### src/rtl/spi_slave_responder.sv
// SPI mode-0 slave endpoint: oversamples SCLK/SS/MOSI in the ACLK domain, deserialises
// MOSI words and shifts a host-loaded (or default) response word out on MISO.
module spi_slave_responder #(
  parameter int                    DATA_WIDTH = 8,
  parameter logic [DATA_WIDTH-1:0] DEFAULT_TX = DATA_WIDTH'(8'hFF)
) (
  input  logic                  ACLK,
  input  logic                  ARESET,
  input  logic                  SCLK,
  input  logic                  SS,
  input  logic                  MOSI,
  output logic                  MISO,
  output logic                  MISO_OE,
  input  logic [DATA_WIDTH-1:0] tx_data,
  input  logic                  tx_valid,
  output logic                  tx_ready,
  output logic [DATA_WIDTH-1:0] rx_data,
  output logic                  rx_valid,
  output logic                  tx_underrun,
  output logic                  frame_err
);

  localparam int CW = $clog2(DATA_WIDTH + 1);

  typedef enum logic [1:0] {IDLE, LOAD, SHIFT} state_t;

  state_t                state_reg;
  logic [2:0]            sclk_sync_reg;
  logic [2:0]            ss_sync_reg;
  logic [1:0]            mosi_sync_reg;
  logic [1:0]            settle_reg;
  logic                  armed_reg;
  logic                  full_reg;
  logic [DATA_WIDTH-1:0] buffer_reg;
  logic [DATA_WIDTH-1:0] shift_tx_reg;
  logic [DATA_WIDTH-1:0] shift_rx_reg;
  logic [CW-1:0]         bit_cnt_reg;
  logic                  underrun_pend_reg;
  logic                  miso_reg;
  logic                  miso_oe_reg;
  logic [DATA_WIDTH-1:0] rx_data_reg;
  logic                  rx_valid_reg;
  logic                  tx_underrun_reg;
  logic                  frame_err_reg;

  logic sclk_rise;
  logic sclk_fall;
  logic ss_fall;
  logic ss_high;
  logic tx_load;

  assign sclk_rise = sclk_sync_reg[1] & ~sclk_sync_reg[2];
  assign sclk_fall = ~sclk_sync_reg[1] & sclk_sync_reg[2];
  assign ss_high   = ss_sync_reg[1];
  // A frame already in progress when reset released must not look like a fresh select.
  assign ss_fall   = armed_reg & ~ss_sync_reg[1] & ss_sync_reg[2];
  assign tx_load   = tx_valid & ~full_reg;

  always_ff @(posedge ACLK) begin
    if (ARESET) begin
      sclk_sync_reg <= '0;
      ss_sync_reg   <= '1;
      mosi_sync_reg <= '0;
      settle_reg    <= '0;
      armed_reg     <= 1'b0;
    end else begin
      sclk_sync_reg <= {sclk_sync_reg[1:0], SCLK};
      ss_sync_reg   <= {ss_sync_reg[1:0], SS};
      mosi_sync_reg <= {mosi_sync_reg[0], MOSI};
      if (settle_reg != 2'd2) settle_reg <= settle_reg + 2'd1;
      if (settle_reg == 2'd2 && ss_sync_reg[1]) armed_reg <= 1'b1;
    end
  end

  always_ff @(posedge ACLK) begin
    if (ARESET) begin
      state_reg         <= IDLE;
      full_reg          <= 1'b0;
      buffer_reg        <= '0;
      shift_tx_reg      <= '0;
      shift_rx_reg      <= '0;
      bit_cnt_reg       <= '0;
      underrun_pend_reg <= 1'b0;
      miso_reg          <= 1'b0;
      miso_oe_reg       <= 1'b0;
      rx_data_reg       <= '0;
      rx_valid_reg      <= 1'b0;
      tx_underrun_reg   <= 1'b0;
      frame_err_reg     <= 1'b0;
    end else begin
      rx_valid_reg    <= 1'b0;
      tx_underrun_reg <= 1'b0;
      frame_err_reg   <= 1'b0;
      miso_oe_reg     <= ~ss_high;

      if (tx_load) begin
        buffer_reg <= tx_data;
        full_reg   <= 1'b1;
      end else if (state_reg == LOAD) begin
        full_reg   <= 1'b0;
      end

      case (state_reg)
        IDLE: begin
          miso_reg          <= 1'b0;
          bit_cnt_reg       <= '0;
          underrun_pend_reg <= 1'b0;
          if (ss_fall) state_reg <= LOAD;
        end
        LOAD: begin
          if (full_reg) begin
            shift_tx_reg <= buffer_reg;
            miso_reg     <= buffer_reg[DATA_WIDTH-1];
          end else begin
            shift_tx_reg <= DEFAULT_TX;
            miso_reg     <= DEFAULT_TX[DATA_WIDTH-1];
          end
          underrun_pend_reg <= ~full_reg;
          bit_cnt_reg       <= '0;
          state_reg         <= SHIFT;
        end
        SHIFT: begin
          if (bit_cnt_reg == CW'(DATA_WIDTH)) begin
            rx_data_reg  <= shift_rx_reg;
            rx_valid_reg <= 1'b1;
            state_reg    <= ss_high ? IDLE : LOAD;
          end else if (ss_high) begin
            frame_err_reg <= (bit_cnt_reg != '0);
            state_reg     <= IDLE;
          end else begin
            // Underrun is reported once the master clocks the word, so the trailing
            // LOAD that follows a frame's final word stays silent.
            if (sclk_rise) begin
              shift_rx_reg <= {shift_rx_reg[DATA_WIDTH-2:0], mosi_sync_reg[1]};
              bit_cnt_reg  <= bit_cnt_reg + CW'(1);
              if (bit_cnt_reg == '0 && underrun_pend_reg) begin
                tx_underrun_reg   <= 1'b1;
                underrun_pend_reg <= 1'b0;
              end
            end
            // The previous word's final fall arrives after the next LOAD; bit_cnt=0 skips it.
            if (sclk_fall && bit_cnt_reg != '0) begin
              shift_tx_reg <= {shift_tx_reg[DATA_WIDTH-2:0], 1'b0};
              miso_reg     <= shift_tx_reg[DATA_WIDTH-2];
            end
          end
        end
        default: state_reg <= IDLE;
      endcase
    end
  end

  assign MISO        = miso_reg;
  assign MISO_OE     = miso_oe_reg;
  assign tx_ready    = ~full_reg;
  assign rx_data     = rx_data_reg;
  assign rx_valid    = rx_valid_reg;
  assign tx_underrun = tx_underrun_reg;
  assign frame_err   = frame_err_reg;

endmodule

### config.mk
export PLATFORM = sky130hd
export DESIGN_NAME = spi_slave_responder
export DESIGN_NICKNAME = d
export VERILOG_FILES = /design/src/rtl/spi_slave_responder.sv
export SDC_FILE = /design/constraint.sdc
export NUM_CORES = 1
export LEC_CHECK = 0
export ABC_AREA = 1
export CAP_MARGIN = 20
export CORE_MARGIN = 2
export CORE_UTILIZATION = 54
export DETAILED_ROUTE_END_ITERATION = 6
export GPL_ROUTABILITY_DRIVEN = 0
export PLACE_DENSITY = 0.78
export SETUP_SLACK_MARGIN = 0.2
export SYNTH_ARGS = -nofsm -noshare
export SYNTH_HDL_FRONTEND = slang
export SYNTH_SLANG_ARGS = --single-unit
export TNS_END_PERCENT = 30
### constraint.sdc
create_clock -name ACLK -period 1.9 [get_ports ACLK]
set_clock_uncertainty 0.05 [all_clocks]
set_input_delay 0.19 -clock ACLK [delete_from_list [all_inputs] [get_ports ACLK]]
set_output_delay 0.19 -clock ACLK [all_outputs]
set_load 0.02 [all_outputs]
==> results of run 1 <==
cell usage in the layout, fill, tap and decap left out, types with 5 or more instances in the layout:
master           count
nor2_1              47
a21oi_1             28
ha_1                 7
buf_4                6
nand2_1             50
dfxtp_1             55
nand3_1              7
o21ai_0             37
clkbuf_8             5
clkdlybuf4s50_1     26
inv_1               29
through the flow:
| step | setup slack [ps] | std cells | utilization [%] | instance area, µm² | hold WS, ps |
|---|---|---|---|---|---|
| global placement | 272 | 367 | 64.6 | 2580 | 344 |
| CTS | 164 | 375 | 66.9 | 2680 | 334 |
| floorplan | 450 | 294 | - | 2260 | 244 |
| finish | 356 | 375 | 67.4 | 2700 | 338 |
| detailed placement | 186 | 367 | 64.6 | 2580 | 347 |
| global route | 171 | 375 | 67.4 | 2700 | 356 |
worst reg2reg max path, stage by stage (launching register included):
cell,delay [ps]
dfxtp_1,420
inv_1,80
ha_1,260
nand4_2,120
buf_4,180
nand2_4,60
nor2_2,90
nand3_1,70
nand2_1,60
nor2_1,40
worst min path at each step:
stage                                 from  slack [ps]  cells after the start                to
after floorplan                         SS         240                      1    ss_sync_reg[0]
after global placement    mosi_sync_reg[0]         340                      2  mosi_sync_reg[1]
after detailed placement  mosi_sync_reg[0]         350                      2  mosi_sync_reg[1]
after CTS                             SCLK         330                      3  sclk_sync_reg[0]
after global routing                  MOSI         360                      3  mosi_sync_reg[0]
final                                 SCLK         340                      3  sclk_sync_reg[0]
where the power goes:
part / internal (mW) / switching, mW
clock network: 0.265 / 0.374
registers: 1.30 / 0.0802
logic: 0.344 / 0.563
total: 1.91 / 1.02
metal layers:
layer | up-vias | GRT usage (%) | share of wire [%]
met5 | - | 0 | 0
met4 | 0 | 9.25 | 1.8
met3 | 5 | 4.87 | 4.2
met2 | 39 | 36.3 | 50
met1 | 828 | 23.0 | 44
li1 | 993 | - | -
logic make-up (layout without fill, tap and decap cells):
kind of cell | after synthesis | count (layout) | share of synthesized area [%]
AND/OR/NAND/NOR | 118 | 118 | 23.2
AO/OA/AOI/OAI | 67 | 67 | 15.0
flip-flops | 55 | 55 | 48.8
buffers and inverters | 45 | 76 | 8.25
adder cells (fa/ha/maj) | 8 | 8 | 4.43
XOR/XNOR | 1 | 1 | 0.388
cell type report:
type                    count  area, µm²
clock buffers               6       72.6
clock inverters             2       17.5
fillers                   368       1300
inverters                  35        136
multi-input cells         194        988
flip-flops and latches     55       1100
well taps                  50       62.6
repair buffers             33        318
==> summary.txt, run 1 <==
Detailed routing
  • Avg WL per Cell: 10.9 µm
  • Routed WL: between 4000 and 5000 µm
  • Drt via density: between 4 and 5
  • Residual DRC: 0
  • DRT antenna net count: 0
  • Via Count: around 1.9k
  • DRT iter0 DRCs: between 150 and 200
  • Initial DRT Pass Iterations: 4

Final layout
  • Final net count: roughly 350
  • Share of cells above drive strength 1: a little under a tenth
  • Area grow syn2layout: 19.4%
  • ANT cells: 0

STA
  • Fmax: around 650 MHz
  • Max-slew violations: 0
  • Min Tclk post-route: approximately 1500 ps
  • Final Hold Viols: 0
  • Period utilization: between 80% and 90%
  • Max-slew headroom: between 80 and 90%
  • Fin Setup TNS: 0 ps
  • Setup-failing EPs final: 0
  • RSZ-0062 raised after global routing: yes
  • Slew @ Worst Pin: 290 ps

Setup path
  • Worst path depth: 9
  • Cells on worst reg2reg path: 9
  • Crit path buf inv count: 2
  • Worst path slowest cell: dfxtp_1
  • Delay of the slowest cell on the worst path: between 400 and 500 ps
  • Worst Path Arrival: 1700 ps
  • Crit path capture: underrun_pend_reg
  • Crit start category: register
  • CP required: 2060 ps
  • Reg2Reg Setup Slack: about 360 ps
  • RR Startpoint: bit_cnt_reg[0]
  • Worst-path cell chain: inv_1 -> ha_1 -> nand4_2 -> buf_4 -> nand2_4 -> nor2_2 -> nand3_1 -> nand2_1 -> nor2_1
  • Crit Reg-Reg Endpoint: underrun_pend_reg
  • CP top delay family: simple AND/OR/NAND/NOR gates
  • Crit Path Max Fanout: 9
  • Critical path class: register to register
  • CP Capture Type: register
  • Setup crit start: bit_cnt_reg[0]

Clocking
  • TritonCTS Buffers: 5
  • Number of H-tree levels: 2
  • TritonCTS clock tree: built
  • CTS Sinks: between 50 and 60
  • Post_cts resized: 1
  • Clock root cell: clkbuf_8
  • Insertion delay to the later sink of the worst-skew pair: between 300 and 400 ps
  • Deepest clock path buffer count: 2
  • Worst-path clk slew: 100 ps
  • Hold_buf cts: 0
  • Postcts setup bufs: 0

Yosys
  • Yosys top cell by area: dfxtp_1
  • Top cells by count, synth: 55 x dfxtp_1, 50 x nand2_1, 47 x nor2_1, 37 x o21ai_0, 30 x inv_1
  • Cells after Synth: between 200 and 300
  • Synth cell types: 29
  • Avg Cell Area, Syn: approximately 7.7 µm²
  • Syn Nets: about 320
  • Top cells by area, synth: dfxtp_1 49%, nand2_1 8.3%, o21ai_0 8.2%, nor2_1 7.8%, a21oi_1 6.2%
  • Post-synthesis sequential area ratio: around half
  • Ys flop type: dfxtp_1
  • Cell Area, Synth: approximately 2300 µm²
  • Most frequent cell after synthesis: dfxtp_1
  • Synth top area share: about half
  • Post-synth EDFFs: 0
  • #FFs+latches synth: 55
  • Warnings, synthesis: 0
  • Post-synth ARST share: 0%

Global route
  • Initial antenna violation count: 0
  • GRT overflow: 0
  • First-pass GRT wire length: between 7000 and 8000 µm
  • Largest net degree at the start of global routing: 34
  • GRT Util Overall: 20.4%
  • Vias in the first global route: 1755

Job
  • Max_cap viols: 0

Pwr
  • Total power: around 2.9 mW
  • Peak supply drop: 0.715 mV
  • P per Cell Area: around 1100 nW/µm²
  • Static leakage: 1.08 nW

Outcome
  • Status: finished, final reports clean

Place
  • HPWL Detailed: between 2000 and 3000 µm
  • PortBufs: 27

Floorplan
  • Die width: 68.7 µm
  • Starting Density: 56.5%
  • # IOs: 28
  • Site row count: 23
  • Die ar.: approximately 4700 µm²
  • Chip height: around 69 µm
  • Core Box Area: around 4000 µm²

Min path
  • HP Class: primary input to register
(Power assumes the default switching activity.)
==> inputs of run 2 (changes only) <==
--- a/config.mk
+++ b/config.mk
@@ -8,10 +8,10 @@
 export ABC_AREA = 1
 export CAP_MARGIN = 20
 export CORE_MARGIN = 2
-export CORE_UTILIZATION = 54
+export CORE_UTILIZATION = 49
 export DETAILED_ROUTE_END_ITERATION = 6
 export GPL_ROUTABILITY_DRIVEN = 0
-export PLACE_DENSITY = 0.78
+export PLACE_DENSITY = 0.75
 export SETUP_SLACK_MARGIN = 0.2
 export SYNTH_ARGS = -nofsm -noshare
 export SYNTH_HDL_FRONTEND = slang
==> constraint.sdc (replaced) <==
create_clock -name ACLK -period 1.4 [get_ports ACLK]
set_clock_uncertainty 0.05 [all_clocks]
set_input_delay 0.14 -clock ACLK [delete_from_list [all_inputs] [get_ports ACLK]]
set_output_delay 0.14 -clock ACLK [all_outputs]
set_load 0.02 [all_outputs]
==> run 2 against run 1 <==
  * Worst hold slack worse by 51 ps
  * Total power is 46% higher
  * Global-route usage shrank 2.3 points
  * Sequential cell count unchanged
  * Critical path depth down 1
  * Cell count up 3.7%
  * Clock-buffer cell count decreased by 1
  * Via count increased by 3.5%
  * Highest routed layer unchanged
==> summary.txt, run 2 (synthesized netlist as in run 1, its figures left out) <==
Outcome
  • Status: finished, final reports clean

Clocking
  • Number of H-tree levels: 2 (unchanged)
  • TritonCTS Buffers: 5 (unchanged)
  • Worst-path clk slew: 100 ps (about the same)
  • Hold_buf cts: 0 (unchanged)
  • CTS Sinks: 55 (unchanged)
  • Deepest clock path buffer count: 2 (unchanged)
  • TritonCTS clock tree: built
  • Insertion delay to the later sink of the worst-skew pair: 310 ps (about the same)
  • Clock root cell: clkbuf_8

Floorplan
  • Die ar.: 5170 µm² (+9.6%)
  • # IOs: 28 (unchanged)
  • Core Box Area: 4380 µm² (+9.6%)
  • Chip height: 71.9 µm (+4.7%)
  • Starting Density: 51.5% (-4.9 points)
  • Die width: 71.9 µm (+4.7%)
  • Site row count: 24 (+4.3%)

Place
  • Worst slack at placement: 41.1 ps (-145 ps)
  • PortBufs: 27 (unchanged)
  • Cell count after placement: 376 (+2.5%)
  • HPWL Detailed: 2990 µm (+2.8%)

Detailed routing
  • Routed WL: 4340 µm (+6.2%)
  • DRT iter0 DRCs: 91 (-40%)
  • M1 WL: 2060 µm (+15%)
  • Max layer used: met4
  • Met2 WL post-DR: 2020 µm (-1.3%)
  • Via Count: 1930 (+3.5%)
  • Routed wl met3: 178 µm (+3.5%)
  • Drt via density: 4.96 (-0.24%)
  • DRT antenna net count: 0 (unchanged)
  • Initial DRT Pass Iterations: 6 (+2)
  • Residual DRC: 0 (unchanged)
  • Avg WL per Cell: 11.1 µm (+2.4%)

Min path
  • HP Class: primary input to register
  • WHS Path Cells: 3 (unchanged)

Setup path
  • Reg2Reg Setup Slack: 0.8 ps (-350 ps)
  • Setup crit start: state_reg[0]
  • Critical path class: register to register
  • CP required: 1560 ps (-500 ps)
  • RR Startpoint: state_reg[0]
  • Worst-path cell chain: inv_2 -> ha_4 -> inv_4 -> nor2_4 -> nand3_4 -> buf_4 -> nand2_1 -> a21oi_1
  • CP top delay family: simple AND/OR/NAND/NOR gates
  • Crit Reg-Reg Endpoint: shift_rx_reg[1]
  • Crit path capture: shift_rx_reg[1]
  • Worst path slowest cell: dfxtp_2
  • CP Capture Type: register
  • Delay of the slowest cell on the worst path: 340 ps (-80 ps)
  • Crit Path Max Fanout: 7 (-2)
  • Cells on worst reg2reg path: 8 (-1)
  • Crit path buf inv count: 3 (+1)
  • Worst path depth: 8 (-1)
  • Worst Path Arrival: 1560 ps (-140 ps)
  • Crit start category: register

Global route
  • Vias in the first global route: 1764 (+0.51%)
  • Largest net degree at the start of global routing: 34 (unchanged)
  • GRT overflow: 0 (unchanged)
  • GRT Util Overall: 18.1% (-2.3 points)
  • Initial antenna violation count: 0 (unchanged)
  • First-pass GRT wire length: 7470 µm (+2.7%)

Final layout
  • Layout fillers: 359 (-2.4%)
  • Layout Cells excl Fill: 389 (+3.7%)
  • ANT cells: 0 (unchanged)
  • Leading cell type in the layout, fill and taps excluded: dfxtp_1
  • Share of cells above drive strength 1: 20.2% (+11 points)
  • Area grow syn2layout: 28.4%
  • Most frequent cells in the layout: 51 x dfxtp_1, 44 x nand2_1, 42 x nor2_1, 28 x o21ai_0, 27 x a21oi_1
  • Final net count: 358 (+3.5%)

Pwr
  • Switching Fraction: 36.0% (+1.2 points)
  • Peak supply drop: 0.885 mV (+24%)
  • P per Cell Area: 1470 nW/µm² (+36%)
  • Clk pwr share: 20.4% (-1.5 points)
  • Logic gate share of total power: 35.7% (+4.7 points)
  • Static leakage: 1.20 nW (+11%)
  • Internal cell power: 2.73 mW (+43%)
  • Sequential Power Share: 43.9% (-3.2 points)
  • Sw power: 1.53 mW (+51%)

STA
  • Setup-failing EPs final: 0 (unchanged)
  • Slew @ Worst Pin: 360 ps (+70.1 ps)
  • Fmax: 715 MHz (+10%)
  • Period utilization: 99.9% (+19 points)
  • Setup WS post-layout: 0.778 ps (-355 ps)
  • Max-slew headroom: 76.0% (-4.7 points)
  • Final Hold Viols: 0 (unchanged)
  • Min Tclk post-route: 1400 ps (-145 ps)
  • RSZ-0062 raised after global routing: yes
  • Max-slew violations: 0 (unchanged)

Job
  • Max_cap viols: 0 (unchanged)
run 2: cell count changes in the layout (fill, tap and decap cells not counted), sizes merged:
cell / before / now
clkdlybuf4s50: 26 / 13
buf: 6 / 16
clkinv: 3 / 5
dlygate4sd2: 0 / 5
nand2: 52 / 53
dlymetal6s2s: 1 / 0
clkdlybuf4s15: 0 / 8
run 2: how the worst min path moves through the flow:
stage                     slack (ps)                to             start
after floorplan                  190    ss_sync_reg[0]                SS
after global placement           340    ss_sync_reg[1]    ss_sync_reg[0]
after global routing             290  sclk_sync_reg[0]              SCLK
final                            290  mosi_sync_reg[0]              MOSI
after CTS                        280  mosi_sync_reg[0]              MOSI
after detailed placement         350  sclk_sync_reg[1]  sclk_sync_reg[0]
run 2: layout make-up:
type	count	area [µm²]	share of cell area, %
clock buffers	5	68.8	2.37
repair inverters	1	5.00	0.173
flip-flops and latches	55	1110	38.2
inverters	35	145	5.01
repair buffers	43	407	14.0
multi-input cells	195	1080	37.3
well taps	52	65.1	2.24
clock inverters	3	18.8	0.647
run 2: metrics by stage:
step / hold slack, ps / util [%] / TNS (ps) / total power [mW] / cell area, µm²
after floorplan: 194 / - / 0 / 2.86 / 2300
after global placement: 342 / 61.4 / 0 / 3.21 / 2690
after detailed placement: 345 / 61.4 / 0 / 3.24 / 2690
after CTS: 283 / 63.8 / 0 / 4.14 / 2800
after global routing: 293 / 66.1 / -823 / 4.53 / 2900
final: 287 / 66.1 / 0 / 4.26 / 2900
run 2: power groups by stage:
stage / registers [mW] / logic (mW) / clock network, mW
final: 1.87 / 1.52 / 0.871
after global routing: 1.89 / 1.69 / 0.950
after CTS: 1.87 / 1.37 / 0.901
after detailed placement: 1.90 / 1.35 / 0
after global placement: 1.90 / 1.31 / 0
after floorplan: 1.90 / 0.955 / 0
run 2: worst reg2reg max path, cell delays in order (launching register included):
cell and delay (ps):
dfxtp_2 340, inv_2 80, ha_4 170, inv_4 50
nor2_4 160, nand3_4 160, buf_4 180, nand2_1 50
a21oi_1 60
run 2: timing repair:
item / CTS / global route
resized for setup: 33 / 30
pin swaps: 10 / 7
setup endpoints to repair: 46 / 50
buffers inserted: 0 / 3
cloned: 0 / 2
run 2: metal layers:
metal	vias up	global-route usage [%]
met3	8	4.17
met1	858	23.2
met5	-	0
li1	1020	-
met2	44	29.8
met4	0	6.92
==> inputs of run 3 (changes only) <==
--- a/config.mk
+++ b/config.mk
@@ -8,10 +8,10 @@
 export ABC_AREA = 1
 export CAP_MARGIN = 20
 export CORE_MARGIN = 2
-export CORE_UTILIZATION = 49
+export CORE_UTILIZATION = 54
 export DETAILED_ROUTE_END_ITERATION = 6
 export GPL_ROUTABILITY_DRIVEN = 0
-export PLACE_DENSITY = 0.75
+export PLACE_DENSITY = 0.78
 export SETUP_SLACK_MARGIN = 0.2
 export SYNTH_ARGS = -nofsm -noshare
 export SYNTH_HDL_FRONTEND = slang
==> constraint.sdc (replaced) <==
create_clock -name ACLK -period 1.5 [get_ports ACLK]
set_clock_uncertainty 0.05 [all_clocks]
set_input_delay 0.15 -clock ACLK [delete_from_list [all_inputs] [get_ports ACLK]]
set_output_delay 0.15 -clock ACLK [all_outputs]
set_load 0.02 [all_outputs]
==> run 3 against run 2 <==
  * Total power decreased by 0.15%
  * Cell area increased by 7.9%
  * Largest cell class is now multi-input gates
  * Sequential cell count unchanged
  * Utilization increased by 12 points
  * Clock power about the same
  * Critical path depth decreased by 7
  * Non-clock buffer count increased by 8
==> summary.txt, run 3 (synthesized netlist as in run 1, its figures left out) <==
Setup path
  • Crit Path Max Fanout: 2 (-5)
  • Delay of the slowest cell on the worst path: 600 ps (+260 ps)
  • Cells on worst reg2reg path: 9 (+1)
  • Worst Path Arrival: 1250 ps (-310 ps)
  • Crit path buf inv count: 1 (-2)
  • Worst-path cell chain: clkdlybuf4s50_1
  • Worst path slowest cell: clkdlybuf4s50_1
  • CP top delay family: buffers and inverters
  • Crit start category: register
  • Worst path depth: 1 (-7)
  • Critical path class: register to primary output
  • CP required: 1300 ps (-260 ps)
  • CP Capture Type: primary output

Global route
  • Largest net degree at the start of global routing: 34 (unchanged)
  • Vias in the first global route: 1860 (+5.4%)
  • Initial antenna violation count: 0 (unchanged)
  • First-pass GRT wire length: 7990 µm (+6.9%)
  • GRT Util Overall: 22.6% (+4.5 points)
  • GRT overflow: 0 (unchanged)

Floorplan
  • Chip height: 68.7 µm (-4.5%)
  • Site row count: 23 (-4.2%)
  • Die width: 68.7 µm (-4.5%)
  • # IOs: 28 (unchanged)
  • Starting Density: 56.5% (+4.9 points)
  • Die ar.: 4720 µm² (-8.8%)
  • Core Box Area: 4000 µm² (-8.8%)

STA
  • Fin Setup TNS: 0 ps (unchanged)
  • Period utilization: 96.4%
  • Min Tclk post-route: approximately 1400 ps
  • Max-slew violations: 0 (unchanged)
  • RSZ-0062 raised after global routing: yes
  • Setup-failing EPs final: 0 (unchanged)
  • Slew @ Worst Pin: 333 ps (-26.9 ps)
  • WHS: 303 ps (+15.4 ps)
  • Max-slew headroom: 77.7% (+1.8 points)
  • Final Hold Viols: 0 (unchanged)
  • Fmax: 692 MHz

Final layout
  • Most frequent cells in the layout: 52 x dfxtp_1, 42 x nand2_1, 42 x nor2_1, 28 x inv_1, 24 x o21ai_0
  • Layout fillers: 280 (-22%)
  • Area grow syn2layout: 38.4%
  • Area of the multi-input gates: 1190 µm² (+10%)
  • Share of cells above drive strength 1: 24.2% (+4.0 points)
  • Register area: 1100 µm² (-0.34%)
  • ANT cells: 0 (unchanged)
  • Leading cell type in the layout, fill and taps excluded: dfxtp_1
  • Final net count: 368 (+2.8%)

Pwr
  • Static leakage: 1.35 nW (+12%)
  • Clk pwr share: 20.4% (about the same)
  • Switching Fraction: 34.9% (-1.1 points)
  • Logic gate share of total power: 38.3% (+2.6 points)
  • Sequential Power Share: 41.2% (-2.7 points)
  • P per Cell Area: 1360 nW/µm² (-7.4%)
  • Sw power: 1.49 mW (-3.1%)
  • Peak supply drop: 0.917 mV (+3.6%)
  • Internal cell power: 2.77 mW (+1.5%)

Clocking
  • Hold_buf cts: 0 (unchanged)
  • CTS Sinks: 55 (unchanged)
  • Deepest clock path buffer count: 2 (unchanged)
  • Number of H-tree levels: 2 (unchanged)
  • Worst-path clk slew: 90 ps (about the same)
  • Clock root cell: clkbuf_8
  • TritonCTS clock tree: built
  • TritonCTS Buffers: 5 (unchanged)
  • Insertion delay to the later sink of the worst-skew pair: 300 ps (about the same)

Detailed routing
  • Via Count: 2083 (+7.9%)
  • DRT antenna net count: 0 (unchanged)
  • DRT iter0 DRCs: 99 (+8.8%)
  • Avg WL per Cell: 12.9 µm (+16%)
  • Residual DRC: 0 (unchanged)
  • Routed WL: 5140 µm (+19%)
  • Initial DRT Pass Iterations: 4 (-2)
  • Drt via density: 5.25 (+5.8%)

Job
  • Max_cap viols: 0 (unchanged)

Outcome
  • Status: finished, final reports clean

Place
  • PortBufs: 27 (unchanged)
  • HPWL Detailed: 3160 µm (+5.9%)

Min path
  • WHS Path Cells: 3 (unchanged)
  • HP Class: primary input to register
[run 3: power groups by stage]
stage	clock network (mW)	registers [mW]	logic [mW]
3_3_place_gp	0	1.78	1.15
3_5_place_dp	0	1.78	1.20
5_1_grt	0.935	1.77	1.83
6_report	0.870	1.76	1.63
2_1_floorplan	0	1.78	0.884
4_1_cts	0.873	1.75	1.43
[run 3: layout make-up]
cell class | instances | share of cell area, %
Clock buffer | 8 | 3.20
Tap cell | 50 | 2.00
Multi-Input combinational cell | 197 | 38.1
Sequential cell | 55 | 35.3
Timing Repair Buffer | 51 | 16.6
Inverter | 35 | 4.60
Timing Repair inverter | 1 | 0.200
[run 3: timing repair]
action / CTS / global route
endpoints found under the setup margin: 46 / 48
cloned: 3 / 1
resized for setup: 32 / 35
buffers inserted: 7 / 4
pin swaps: 15 / 16
[run 3: path summary, 6_finish.rpt]
kind | start | endpoint | slack, ps
hold reg to reg | mosi_sync_reg[0] | mosi_sync_reg[1] | 370
setup reg to reg | bit_cnt_reg[0] | underrun_pend_reg | 70
setup / recovery | rx_data[4] | rx_data[4] | 50
hold / removal | MOSI | mosi_sync_reg[0] | 300
[run 3: per-stage QoR]
stage	power [mW]	util (%)	cells	setup slack [ps]	instance area (µm²)
final	4.26	78.2	397	54.0	3130
after detailed placement	2.98	67.1	374	-34.3	2680
after global placement	2.92	67.1	374	19.9	2680
after global routing	4.54	78.2	397	-53.2	3130
after CTS	4.04	74.5	392	28.1	2980
after floorplan	2.66	-	294	201	2300
[run 3: routing by layer]
metal | global-route usage (%) | vias to the layer above | share of wire, %
met3 | 3.90 | 13 | 3.9
met1 | 25.3 | 959 | 41
met5 | 0 | - | 0
li1 | - | 1052 | -
met2 | 42.1 | 59 | 53
met4 | 9.00 | 0 | 2.5
